`config.mk`:
```
export PLATFORM = sky130hd
export DESIGN_NAME = control_unit_flat
export DESIGN_NICKNAME = d
export VERILOG_FILES = /design/src/rtl/control_unit_if.sv /design/src/rtl/control_unit.sv /design/src/flat_wrapper.sv
export SDC_FILE = /design/constraint.sdc
export NUM_CORES = 1
export LEC_CHECK = 0
export CAP_MARGIN = 15
export CORE_MARGIN = 1
export CORE_UTILIZATION = 30
export CTS_CLUSTER_SIZE = 8
export DETAILED_ROUTE_END_ITERATION = 8
export PLACE_DENSITY_LB_ADDON = 0.1
export RECOVER_POWER = 50
export SLEW_MARGIN = 40
export SYNTH_ARGS = -nofsm -noshare
export SYNTH_HDL_FRONTEND = slang
export SYNTH_SLANG_ARGS = --single-unit
```
`constraint.sdc`:
```
create_clock -name clk -period 4.8 [get_ports clk]
set_input_delay 0.72 -clock clk [delete_from_list [all_inputs] [get_ports clk]]
set_output_delay 0.72 -clock clk [all_outputs]
set_load 0.1 [all_outputs]
```
`src/rtl/control_unit_if.sv`:
```
// control_unit_if: sequencer bus; master = control_unit, slave = datapath/memory side
//   start, opcode, zero, mem_ready : status into the sequencer
//   ir_ena, ir_sel, pc_inc, pc_load, mar_ld, mem_rd, mem_wr, acc_ld, alu_op : strobes out
//   halted, illegal, bus_err : status flags out
interface control_unit_if;
  logic       start;
  logic [4:0] opcode;
  logic       zero;
  logic       mem_ready;
  logic       ir_ena;
  logic       ir_sel;
  logic       pc_inc;
  logic       pc_load;
  logic       mar_ld;
  logic       mem_rd;
  logic       mem_wr;
  logic       acc_ld;
  logic [1:0] alu_op;
  logic       halted;
  logic       illegal;
  logic       bus_err;
  modport master (
    input  start, opcode, zero, mem_ready,
    output ir_ena, ir_sel, pc_inc, pc_load, mar_ld, mem_rd, mem_wr, acc_ld, alu_op,
           halted, illegal, bus_err
  );
  modport slave (
    output start, opcode, zero, mem_ready,
    input  ir_ena, ir_sel, pc_inc, pc_load, mar_ld, mem_rd, mem_wr, acc_ld, alu_op,
           halted, illegal, bus_err
  );
endinterface

```
`src/rtl/control_unit.sv`:
```
// control_unit: fetch/decode/execute sequencer for the 8-bit accumulator datapath
//   clk, rst (async, active-high); bus : control_unit_if.master (status in, strobes/flags out)
//   MEM_TIMEOUT : wait cycles tolerated per memory state before bus error (0 disables)
//   CU_ILLEGAL_TRAP_EN : when defined, illegal opcodes halt and set the sticky illegal flag
module control_unit #(
  parameter int MEM_TIMEOUT = 15
) (
  input logic            clk,
  input logic            rst,
  control_unit_if.master bus
);
  typedef enum logic [2:0] {IDLE, FETCH, DECODE, EXEC0, EXEC1, HALT} state_t;
  localparam int WW = (MEM_TIMEOUT > 0) ? $clog2(MEM_TIMEOUT + 1) : 1;
  localparam logic [4:0] OP_NOP = 5'd0, OP_LDI = 5'd1, OP_ADD = 5'd2, OP_SUB = 5'd3,
                         OP_JMP = 5'd4, OP_JZ = 5'd5, OP_STA = 5'd6, OP_HLT = 5'd31;
`ifdef CU_ILLEGAL_TRAP_EN
  localparam bit TRAP = 1'b1;
`else
  localparam bit TRAP = 1'b0;
`endif
  state_t        state_q, state_d;
  logic [WW-1:0] wd_q, wd_d;
  logic          illegal_q, illegal_d, bus_err_q, bus_err_d;
  logic          mem_st, expire, legal;
  assign mem_st = state_q inside {FETCH, EXEC0, EXEC1};
  assign expire = (MEM_TIMEOUT != 0) && mem_st && !bus.mem_ready && (wd_q == WW'(MEM_TIMEOUT));
  assign legal  = (bus.opcode <= OP_STA) || (bus.opcode == OP_HLT);
  // bus_err is visible in the expiring cycle itself; halted follows one cycle later
  assign bus.bus_err = bus_err_q | expire;
  assign bus.illegal = TRAP & illegal_q;
  always_ff @(posedge clk or posedge rst) begin
    if (rst) begin
      state_q   <= IDLE;
      wd_q      <= '0;
      illegal_q <= 1'b0;
      bus_err_q <= 1'b0;
    end else begin
      state_q   <= state_d;
      wd_q      <= wd_d;
      illegal_q <= illegal_d;
      bus_err_q <= bus_err_d;
    end
  end
  always_comb begin
    state_d     = state_q;
    illegal_d   = illegal_q;
    bus_err_d   = bus_err_q | expire;
    wd_d        = (mem_st && !bus.mem_ready && !expire) ? wd_q + 1'b1 : '0;
    bus.ir_ena  = 1'b0;
    bus.ir_sel  = 1'b0;
    bus.pc_inc  = 1'b0;
    bus.pc_load = 1'b0;
    bus.mar_ld  = 1'b0;
    bus.mem_rd  = 1'b0;
    bus.mem_wr  = 1'b0;
    bus.acc_ld  = 1'b0;
    bus.alu_op  = 2'b00;
    bus.halted  = 1'b0;
    case (state_q)
      IDLE: state_d = bus.start ? FETCH : IDLE;
      FETCH: begin
        bus.mem_rd = !expire;
        if (bus.mem_ready) begin
          bus.ir_ena = 1'b1;
          bus.pc_inc = 1'b1;
          state_d    = DECODE;
        end
      end
      DECODE: begin
        state_d   = (bus.opcode == OP_NOP) ? FETCH :
                    (bus.opcode == OP_HLT) ? HALT :
                    !legal ? (TRAP ? HALT : FETCH) : EXEC0;
        illegal_d = illegal_q | (TRAP & !legal);
      end
      EXEC0: begin
        bus.mem_rd = !expire;
        if (bus.mem_ready) begin
          state_d = FETCH;
          case (bus.opcode)
            OP_LDI, OP_ADD, OP_SUB: begin
              bus.acc_ld = 1'b1;
              bus.pc_inc = 1'b1;
              bus.alu_op = (bus.opcode == OP_ADD) ? 2'b01 : (bus.opcode == OP_SUB) ? 2'b10 : 2'b00;
            end
            OP_JMP: bus.pc_load = 1'b1;
            OP_JZ: begin
              bus.pc_load = bus.zero;
              bus.pc_inc  = !bus.zero;
            end
            OP_STA: begin
              bus.mar_ld = 1'b1;
              bus.pc_inc = 1'b1;
              state_d    = EXEC1;
            end
            default: ;
          endcase
        end
      end
      EXEC1: begin
        bus.mem_wr = !expire;
        if (bus.mem_ready) state_d = FETCH;
      end
      HALT: begin
        bus.halted = 1'b1;
        bus.ir_ena = 1'b1;
        bus.ir_sel = 1'b1;
      end
      default: state_d = IDLE;
    endcase
    if (expire) state_d = HALT;
  end
endmodule

```
`src/flat_wrapper.sv`:
```
// flat-port wrapper written by rule: the top's interface ports become plain ports
module control_unit_flat 
#(
  parameter int MEM_TIMEOUT = 15
)
  (clk, rst, bus_start, bus_opcode, bus_zero, bus_mem_ready, bus_ir_ena, bus_ir_sel, bus_pc_inc, bus_pc_load, bus_mar_ld, bus_mem_rd, bus_mem_wr, bus_acc_ld, bus_alu_op, bus_halted, bus_illegal, bus_bus_err);
  control_unit_if bus_i ();
  input logic clk;
  input logic rst;
  input wire logic [$bits(bus_i.start)-1:0] bus_start;
  input wire logic [$bits(bus_i.opcode)-1:0] bus_opcode;
  input wire logic [$bits(bus_i.zero)-1:0] bus_zero;
  input wire logic [$bits(bus_i.mem_ready)-1:0] bus_mem_ready;
  output wire logic [$bits(bus_i.ir_ena)-1:0] bus_ir_ena;
  output wire logic [$bits(bus_i.ir_sel)-1:0] bus_ir_sel;
  output wire logic [$bits(bus_i.pc_inc)-1:0] bus_pc_inc;
  output wire logic [$bits(bus_i.pc_load)-1:0] bus_pc_load;
  output wire logic [$bits(bus_i.mar_ld)-1:0] bus_mar_ld;
  output wire logic [$bits(bus_i.mem_rd)-1:0] bus_mem_rd;
  output wire logic [$bits(bus_i.mem_wr)-1:0] bus_mem_wr;
  output wire logic [$bits(bus_i.acc_ld)-1:0] bus_acc_ld;
  output wire logic [$bits(bus_i.alu_op)-1:0] bus_alu_op;
  output wire logic [$bits(bus_i.halted)-1:0] bus_halted;
  output wire logic [$bits(bus_i.illegal)-1:0] bus_illegal;
  output wire logic [$bits(bus_i.bus_err)-1:0] bus_bus_err;
  assign bus_i.start = bus_start;
  assign bus_i.opcode = bus_opcode;
  assign bus_i.zero = bus_zero;
  assign bus_i.mem_ready = bus_mem_ready;
  assign bus_ir_ena = bus_i.ir_ena;
  assign bus_ir_sel = bus_i.ir_sel;
  assign bus_pc_inc = bus_i.pc_inc;
  assign bus_pc_load = bus_i.pc_load;
  assign bus_mar_ld = bus_i.mar_ld;
  assign bus_mem_rd = bus_i.mem_rd;
  assign bus_mem_wr = bus_i.mem_wr;
  assign bus_acc_ld = bus_i.acc_ld;
  assign bus_alu_op = bus_i.alu_op;
  assign bus_halted = bus_i.halted;
  assign bus_illegal = bus_i.illegal;
  assign bus_bus_err = bus_i.bus_err;
  control_unit #(.MEM_TIMEOUT(MEM_TIMEOUT)) u_core (.clk(clk), .rst(rst), .bus(bus_i));
endmodule
```
# Word level (Yosys, flattened, before mapping)
# Cells that the tools add are included.
[word_totals]
out_inout_bits = 13
reg_bits = 8
[op_classes]
eq_ne = 17
mux = 33
magnitude_cmp = 1
reduce_logical = 14
add_sub_neg = 1
bitwise = 1
[op_table]
columns = ["cell", "count"]
rows = [
  ["3-bit 2-to-1 mux", 7],
  ["3-bit one-hot mux with 6 select lines", 1],
  ["5-bit by 3-bit equality test with 1-bit output (second input constant)", 3],
  ["1-bit 2-to-1 mux", 14],
  ["2-bit 2-to-1 mux", 6],
  ["5-bit by 2-bit equality test with 1-bit output (second input constant)", 2],
  ["3-bit by 2-bit != test with 1-bit output (second input constant)", 3],
  ["1-bit one-hot mux with 2 select lines", 4],
  ["3-bit by 2-bit equality test with 1-bit output (second input constant)", 2],
  ["3-bit equality test (second input constant)", 2],
  ["5-bit by 1-bit equality test with 1-bit output (second input constant)", 1],
  ["5-bit equality test (second input constant)", 1],
  ["5-bit by 3-bit <= comparator with 1-bit output (second input constant)", 1],
  ["5-bit zero test", 1],
  ["4-bit by 1-bit adder with 4-bit output (second input constant)", 1],
  ["4-bit equality test (second input constant)", 1],
  ["4-bit 2-to-1 mux", 1],
  ["4-bit AND reduction", 1],
  ["4-bit OR reduction", 1],
  ["3-bit by 1-bit equality test with 1-bit output (second input constant)", 1],
  ["1-bit logical AND", 3],
  ["1-bit zero test", 3],
  ["3-bit zero test", 1],
  ["3-bit nonzero test", 1],
  ["5 further kinds", 5],
]

# Logic depth before layout (Yosys ltp)
# Gate-level depths: netlist of the first run.
[logic_depth]
word_depth = 7
ltp_mapped = 4
depth_no_buf = 4

# Worst setup path after synthesis of the first run
# Ideal clock, no wire load.
[synth_timing]
path_type = "input to output"
start = "in bus_opcode[2]"
end = "out bus_pc_inc"
arrival_ns = 3.414
path_buffers = 1
cell_stages = 4
t_required_ns = 4.080
slack_ns = 0.666
cell_sequence = "clkbuf_1 -> o211ai_1 -> nand3b_1 -> a211oi_1"
[synth_via]
elab_chain_len = 5
[synth_rtl]
columns = ["element", "line", "rtl"]
rows = [
  ["start, declared", "flat_wrapper.sv:11", "input wire logic [$bits(bus_i.opcode)-1:0] bus_opcode;"],
  ["5-bit by 1-bit equality test with 1-bit output, or another cell as far along", "control_unit.sv:79", "case (bus.opcode)"],
  ["4-bit OR reduction (no source line)", "n/a", ""],
  ["1-bit one-hot mux with 2 select lines (*)", "control_unit.sv:79", ""],
  ["1-bit 2-to-1 mux (*)", "control_unit.sv:77", "if (bus.mem_ready) begin"],
  ["1-bit one-hot mux with 2 select lines (*)", "control_unit.sv:59", "case (state_q)"],
  ["end, declared", "flat_wrapper.sv:16", "output wire logic [$bits(bus_i.pc_inc)-1:0] bus_pc_inc;"],
]
# Every way passes the cells marked *; elsewhere a longest branch is shown, timed or not.

# Worst setup path after layout of the first run
[layout_timing]
start = "in bus_mem_ready"
end = "out bus_alu_op[0]"
[layout_via]
elab_chain_len = 2
[layout_rtl]
columns = ["element", "line", "rtl"]
rows = [
  ["start, declared", "flat_wrapper.sv:13", "input wire logic [$bits(bus_i.mem_ready)-1:0] bus_mem_ready;"],
  ["2-bit 2-to-1 mux", "control_unit.sv:77", ""],
  ["2-bit 2-to-1 mux", "control_unit.sv:59", ""],
  ["end, declared", "flat_wrapper.sv:22", "output wire logic [$bits(bus_i.alu_op)-1:0] bus_alu_op;"],
]
# Every way passes these cells.

==> flow_summary_export.csv, run 1 <==
group,metric,value,unit
status,status,"complete, no violations",
pwr,switching_share,63.1,%
die,core_area,2000,sq um
job,maxCapViolCount,0,
critical_path,startpoint_type,"input port",
pwr,switching_power,318,uW
final_layout,insertedDiodeCount,0,
yosys,syn_nets,88,
timing,hold_ws,0.463,ns
pwr,pwr-share-clk,10.7,%
timing,fin_setup_tns,0,ns
pwr,pwr-share-seq,23.5,%
pwr,peakVddDrop,0.000454,V
critical_path,crit_fanout,9,
pwr,p_leak,0.000352,uW
die,die_w,48.6,um
critical_path,slowest_stage,"dlygate4sd3_1",
die,ios,23,
grt,grt_max_degree,12,
drt,dr.pass1.iters,4,
timing,drv_slew,0,
placed_design,port_buffers,21,
pwr,internal_power,186,uW
die,start_util,32.5,%
final_layout,drive_above_1_share,22.3,%
grt,gr-usage-all-layers,14.0,%
drt,drc,0,
placed_design,dp_hpwl,1060,um
cts,cts_max_path_buffers,2,
yosys,yosys.area.top_type_share,30.8,%
pwr,pwr_density_cell,606,nW/um^2
critical_path,worstSetupPathType,"in -> out",
yosys,syn_area_per_cell,8.45,sq um
timing,max_freq,0.304,GHz
cts,ctsHoldBuffers,0,
worst_hold_path,hp-class,"reg -> reg",
drt,routed_wl,1390,um
timing,finalCritPeriodShare,68.4,%
drt,ant_nets,0,
timing,final-hold-violation-count,0,
critical_path,worst_ep_arrival_time,2.57,ns
yosys,ys.warnings.count,0,
critical_path,crit_buf_inv,2,
yosys,synth.ff_latch_count,8,
timing,period_minus_slack,3.29,ns
cts,cts-resized-gates,0,
cts,post_cts_buffers,0,
final_layout,fillers,224,
timing,setup_violations,0,
timing,grt_setup_unrepaired,"false",
drt,drt_first_iter_violations,17,
critical_path,required,4.08,ns
final_layout,fin_util,41.6,%
cts,htreeDepth,1,
die,die-area,2360,sq um
yosys,synth_area,651,sq um
cts,worstSkewPairLatency,0.26,ns
yosys,ys_seq_area_share,30.8,%
final_layout,num-nets-final,107,
grt,antenna_found_initial,0,
pwr,combPwrFrac,65.8,%
final_layout,area_growth_syn_to_layout,28.1,%
cts,cts_num_sinks,8,
cts,clk_pin_slew,0.05,ns
die,core.rowCount,16,
drt,drt-vias-per-instance,4.93,
critical_path,worst_setup_path_end_kind,"output pin",
drt,vias,597,
yosys,syn_inst,77,
cts,numCtsBuffers,3,
critical_path,cp_top_family,"buffers and inverters",
grt,grt_pass1_wl,2530,um
yosys,yosys-top-cells-area,"dfrtp_1 31%, nor4b_4 7.3%, nor2_1 6.9%, nand3b_1 3.5%, nor3_1 3.1%",
critical_path,cp_cell_sequence,"dlygate4sd3_1, nand2_1, or3_4, nor4b_4, buf_4",
timing,fin_skew,0.00932,ns
drt,wire_per_inst,11.5,um
yosys,yosysTopAreaCell,"dfrtp_1",
yosys,yosys.cell_types.count,35,
cts,cts_tree,"yes",
placed_design,gp_congestion,0.803,
die,die_h,48.6,um
grt,grt-ovfl-total,0,
cts,ctsRootBufferMaster,"clkbuf_4",
critical_path,slowest_delay,0.72,ns
grt,grt_pass1_vias,566,
## power by group through the flow
stage / Sequential, uW / Clock, uW / Combinational [uW]
2_1_floorplan: 93.1 / 0 / 320
3_3_place_gp: 123 / 0 / 354
3_5_place_dp: 120 / 0 / 332
4_1_cts: 119 / 56.2 / 334
5_1_grt: 125 / 59.5 / 348
6_report: 119 / 53.8 / 332
## cells in the mapped netlist
master,instances
nor2_1,12
dfrtp_1,8
clkbuf_1,4
inv_1,4
nor3_1,4
nand3_1,3
nand3b_1,3
nor2b_1,3
o21ai_0,3
buf_4,2
nand2_1,2
nand2b_1,2
nor3_2,2
nor4b_4,2
o211ai_1,2
o31ai_1,2
a211oi_1,1
a21o_1,1
a21oi_1,1
a31oi_1,1
and3_1,1
and4_1,1
buf_6,1
conb_1,1
ha_1,1
mux2i_1,1
nand4_1,1
nor3b_1,1
nor4_1,1
o32ai_1,1
or2_2,1
or3_4,1
or3b_1,1
xnor2_1,1
xor2_1,1
## per-stage QoR
step                setup WS, ns  std cells  power, uW  cell area [sq um]
floorplan                  0.666         77        413                651
global placement            1.35        118        477                836
detailed placement          1.51        118        452                811
CTS                         1.50        121        508                833
global route                1.43        121        532                833
finish                      1.51        121        505                833
## layout make-up
class | count | area, sq um | area share (%)
clock buffers | 3 | 22.5 | 2.70
well taps | 27 | 33.8 | 4.05
flip-flops and latches | 8 | 200 | 24.0
repair buffers | 21 | 168 | 20.1
multi-input cells | 58 | 394 | 47.3
inverters | 4 | 15.0 | 1.80
## cells in the final DEF, fill, tap and decap left out, types with 2 or more instances in the layout
cell type / Yosys / layout
o211ai_1: 2 / 2
nor2_1: 12 / 12
clkbuf_4: 0 / 3
nor3_2: 2 / 2
nand2b_1: 2 / 2
inv_1: 4 / 4
o31ai_1: 2 / 2
nor3_1: 4 / 4
nand3_1: 3 / 3
dfrtp_1: 8 / 8
buf_4: 2 / 7
o21ai_0: 3 / 3
buf_2: 0 / 5
nand3b_1: 3 / 3
nand2_1: 2 / 2
nor2b_1: 3 / 3
nor4b_4: 2 / 2
dlygate4sd3_1: 0 / 2
clkdlybuf4s50_1: 0 / 7
## cells by family after synthesis
kind of cell,Yosys count,synth area share [%]
AOI/OAI and AO/OA,12,12.3
other,1,0.576
and+or+nand+nor,41,41.5
xor gates and xnor gates,2,2.69
buffers and inverters,11,8.65
DFF,8,30.8
adders and majority gates,1,1.92
muxes,1,1.54
## sequential cells by signal, summed over array words and instances, names as in the netlist
signal / flops
u_core.state_q: 3
u_core.wd_q: 4
u_core.bus_err_q: 1
## per-layer routing
layer  share of wire, %  wire (um)  global-route usage (%)  vias to the layer above
li1                   -          -                       -                      307
met2                 44        612                    20.2                       25
met3                6.8         94                    2.52                        4
met4                2.7         37                    10.3                        0
met1                 46        641                    18.6                      261
met5                  0          0                       0                        -
## path summary, 6_finish.rpt
kind | cells past startpoint | slack (ns) | end | startpoint
setup / recovery | 5 | 1.51 | bus_alu_op[0] | bus_mem_ready
hold / removal | 1 | 0.46 | u_core.wd_q[0] | u_core.wd_q[0]
setup reg to reg | 4 | 3.33 | u_core.wd_q[3] | u_core.wd_q[0]
hold reg to reg | 1 | 0.46 | u_core.wd_q[0] | u_core.wd_q[0]
max in group asynchronous | 2 | 3.73 | u_core.wd_q[0] | rst
min in group asynchronous | 2 | 0.83 | u_core.state_q[0] | rst
Power figures use the tool's default switching activity.
==> run 2: changes to the inputs <==
==> constraint.sdc (replaced) <==
create_clock -name clk -period 3.42 [get_ports clk]
set_input_delay 0.513 -clock clk [delete_from_list [all_inputs] [get_ports clk]]
set_output_delay 0.513 -clock clk [all_outputs]
set_load 0.1 [all_outputs]
==> run 2 against run 1 <==
Net effect:
- hold slack got worse by 0.0065 ns
- final cell count rose by 0.83%
- combinational power rose by 45%
- core utilization rose by 3.9 points
- non-clock buffer count rose by 1
- critical path type unchanged
- largest cell class unchanged
==> flow_summary_export.csv, run 2 (same netlist as run 1, synthesis figures left out) <==
group,metric,value,unit
cts,ctsHoldBuffers,0,
final_layout,drive_above_1_share,22.1,%
timing,fin_setup_tns,0,ns
timing,setup_violations,0,
final_layout,insertedDiodeCount,0,
final_layout,largest_reg_flops,4,
job,maxCapViolCount,0,
final_layout,fillers,211,
critical_path,crit_buf_inv,2,
drt,drt-vias-per-instance,4.97,
cts,numCtsBuffers,3,
die,core.rowCount,16,
timing,finalCritPeriodShare,83.0,%
die,die_w,48.6,um
drt,vias,606,
status,status,"complete, no violations",
grt,antenna_found_initial,0,
grt,gr-usage-all-layers,14.5,%
timing,drv_slew,0,
placed_design,dp_hpwl,1110,um
timing,fin_skew,0.00263,ns
grt,grt_max_degree,12,
grt,met3_usage,5.35,%
placed_design,gp_congestion,0.702,
die,core_area,2000,sq um
final_layout,num-nets-final,108,
critical_path,reg2reg_from,"u_core.wd_q[0]",
final_layout,largest_register,"u_core.wd_q",
drt,drc,0,
critical_path,worst_ep_arrival_time,2.33,ns
grt,grt_pass1_wl,2600,um
critical_path,rr_worst_depth,4,
final_layout,final_common_cell,"nor2_1",
critical_path,slowest_stage,"clkdlybuf4s50_1",
timing,max_freq,0.352,GHz
die,die-area,2360,sq um
timing,period_minus_slack,2.84,ns
critical_path,worst_setup_path_end_kind,"output pin",
drt,drt_first_iter_violations,16,
final_layout,area_growth_syn_to_layout,40.2,%
grt,grt_pass1_vias,572,
final_layout,design_area,912,sq um
worst_hold_path,hp-class,"reg -> reg",
drt,routed_wl,1460,um
critical_path,startpoint,"bus_opcode[3]",
cts,cts-resized-gates,0,
critical_path,endpoint,"bus_alu_op[0]",
die,ios,23,
grt,grt-ovfl-total,0,
cts,cts_max_path_buffers,2,
cts,ctsRootBufferMaster,"clkbuf_4",
cts,cts_tree,"yes",
critical_path,worstSetupPathType,"in -> out",
final_layout,mostFrequentLayoutCells,"12 x nor2_1, 8 x dfrtp_1, 7 x clkdlybuf4s50_1, 7 x buf_4, 5 x buf_12",
cts,htreeDepth,1,
drt,ant_nets,0,
pwr,pwr_density_cell,794,nW/um^2
die,die_h,48.6,um
pwr,peakVddDrop,0.000625,V
critical_path,r2r-end,"u_core.wd_q[3]",
timing,final-hold-violation-count,0,
critical_path,cp_top_family,"simple AND/OR/NAND/NOR gates",
critical_path,startpoint_type,"input port",
drt,dr.pass1.iters,4,
cts,post_cts_buffers,0,
grt,use_met2,22.3,%
timing,grt_setup_unrepaired,"false",
placed_design,postPlaceCellArea,898,sq um
cts,cts_num_sinks,8,
final_layout,multiInputGateArea,394,sq um
critical_path,cp_cell_sequence,"clkdlybuf4s50_1, or3b_1, or3_4, nor4b_4, buf_12",
placed_design,port_buffers,21,
grt,grt_busiest_layer,"met2",
final_layout,seq_area,200,sq um
die,start_util,32.5,%
final_layout,reg_top3,"u_core.wd_q x4, u_core.state_q x3, u_core.bus_err_q x1",
critical_path,cp_num_cells,5,
critical_path,slowest_delay,0.46,ns
pwr,p_leak,0.000368,uW
critical_path,required,2.91,ns
cts,clk_pin_slew,0.06,ns
critical_path,crit_fanout,5,
grt,grt_use_met1,18.4,%
critical_path,ff2ff_setup_slack,1.93,ns
drt,wire_per_inst,12.0,um
cts,worstSkewPairLatency,0.25,ns
## run 2: cell types whose count changed in the layout (fill, tap and decap cells not counted), sizes merged
cell / before / now
clkbuf: 3 / 4
## run 2: report_power, final
part           switching (uW)  internal [uW]  leakage [uW]
Clock                    32.2           40.2     0.0000138
Combinational             363            120      0.000254
Sequential               49.3            119      0.000100
## run 2: worst reg2reg max path: stages (launching register included)
cell and delay (ns):
dfrtp_1 0.39, ha_1 0.24, a31oi_1 0.37, o21ai_0 0.27, nor2_1 0.15
## run 2: area by class of cell
type / instances / share of cell area (%)
multi-input cells: 58 / 43.2
repair buffers: 22 / 27.0
flip-flops and latches: 8 / 21.9
well taps: 27 / 3.70
clock buffers: 3 / 2.47
inverters: 4 / 1.65
## run 2: worst min-delay path by stage
stage	from	to	slack, ns	cells past startpoint
5_1_grt	u_core.wd_q[0]	u_core.wd_q[0]	0.49	1
3_5_place_dp	u_core.bus_err_q	u_core.bus_err_q	0.45	2
4_1_cts	u_core.wd_q[0]	u_core.wd_q[0]	0.46	1
6_report	u_core.wd_q[0]	u_core.wd_q[0]	0.46	1
2_1_floorplan	rst	u_core.bus_err_q	0.33	1
3_3_place_gp	u_core.bus_err_q	u_core.bus_err_q	0.44	2
## run 2: through the flow
stage / setup WS (ns) / util [%] / hold slack, ns / total power, uW / cells
after CTS: 0.574 / 46.0 / 0.460 / 730 / 122
after global placement: 0.609 / 44.9 / 0.440 / 657 / 119
after floorplan: -0.300 / - / 0.329 / 581 / 77
after global routing: 0.522 / 45.6 / 0.485 / 770 / 122
after detailed placement: 0.584 / 44.9 / 0.449 / 657 / 119
final: 0.582 / 45.6 / 0.457 / 724 / 122
## run 2: per-layer routing
metal | part of all wire, % | vias to the layer above
met5 | 0 | -
met4 | 1.3 | 0
met3 | 5.0 | 2
met2 | 44 | 23
met1 | 49 | 274
li1 | - | 307
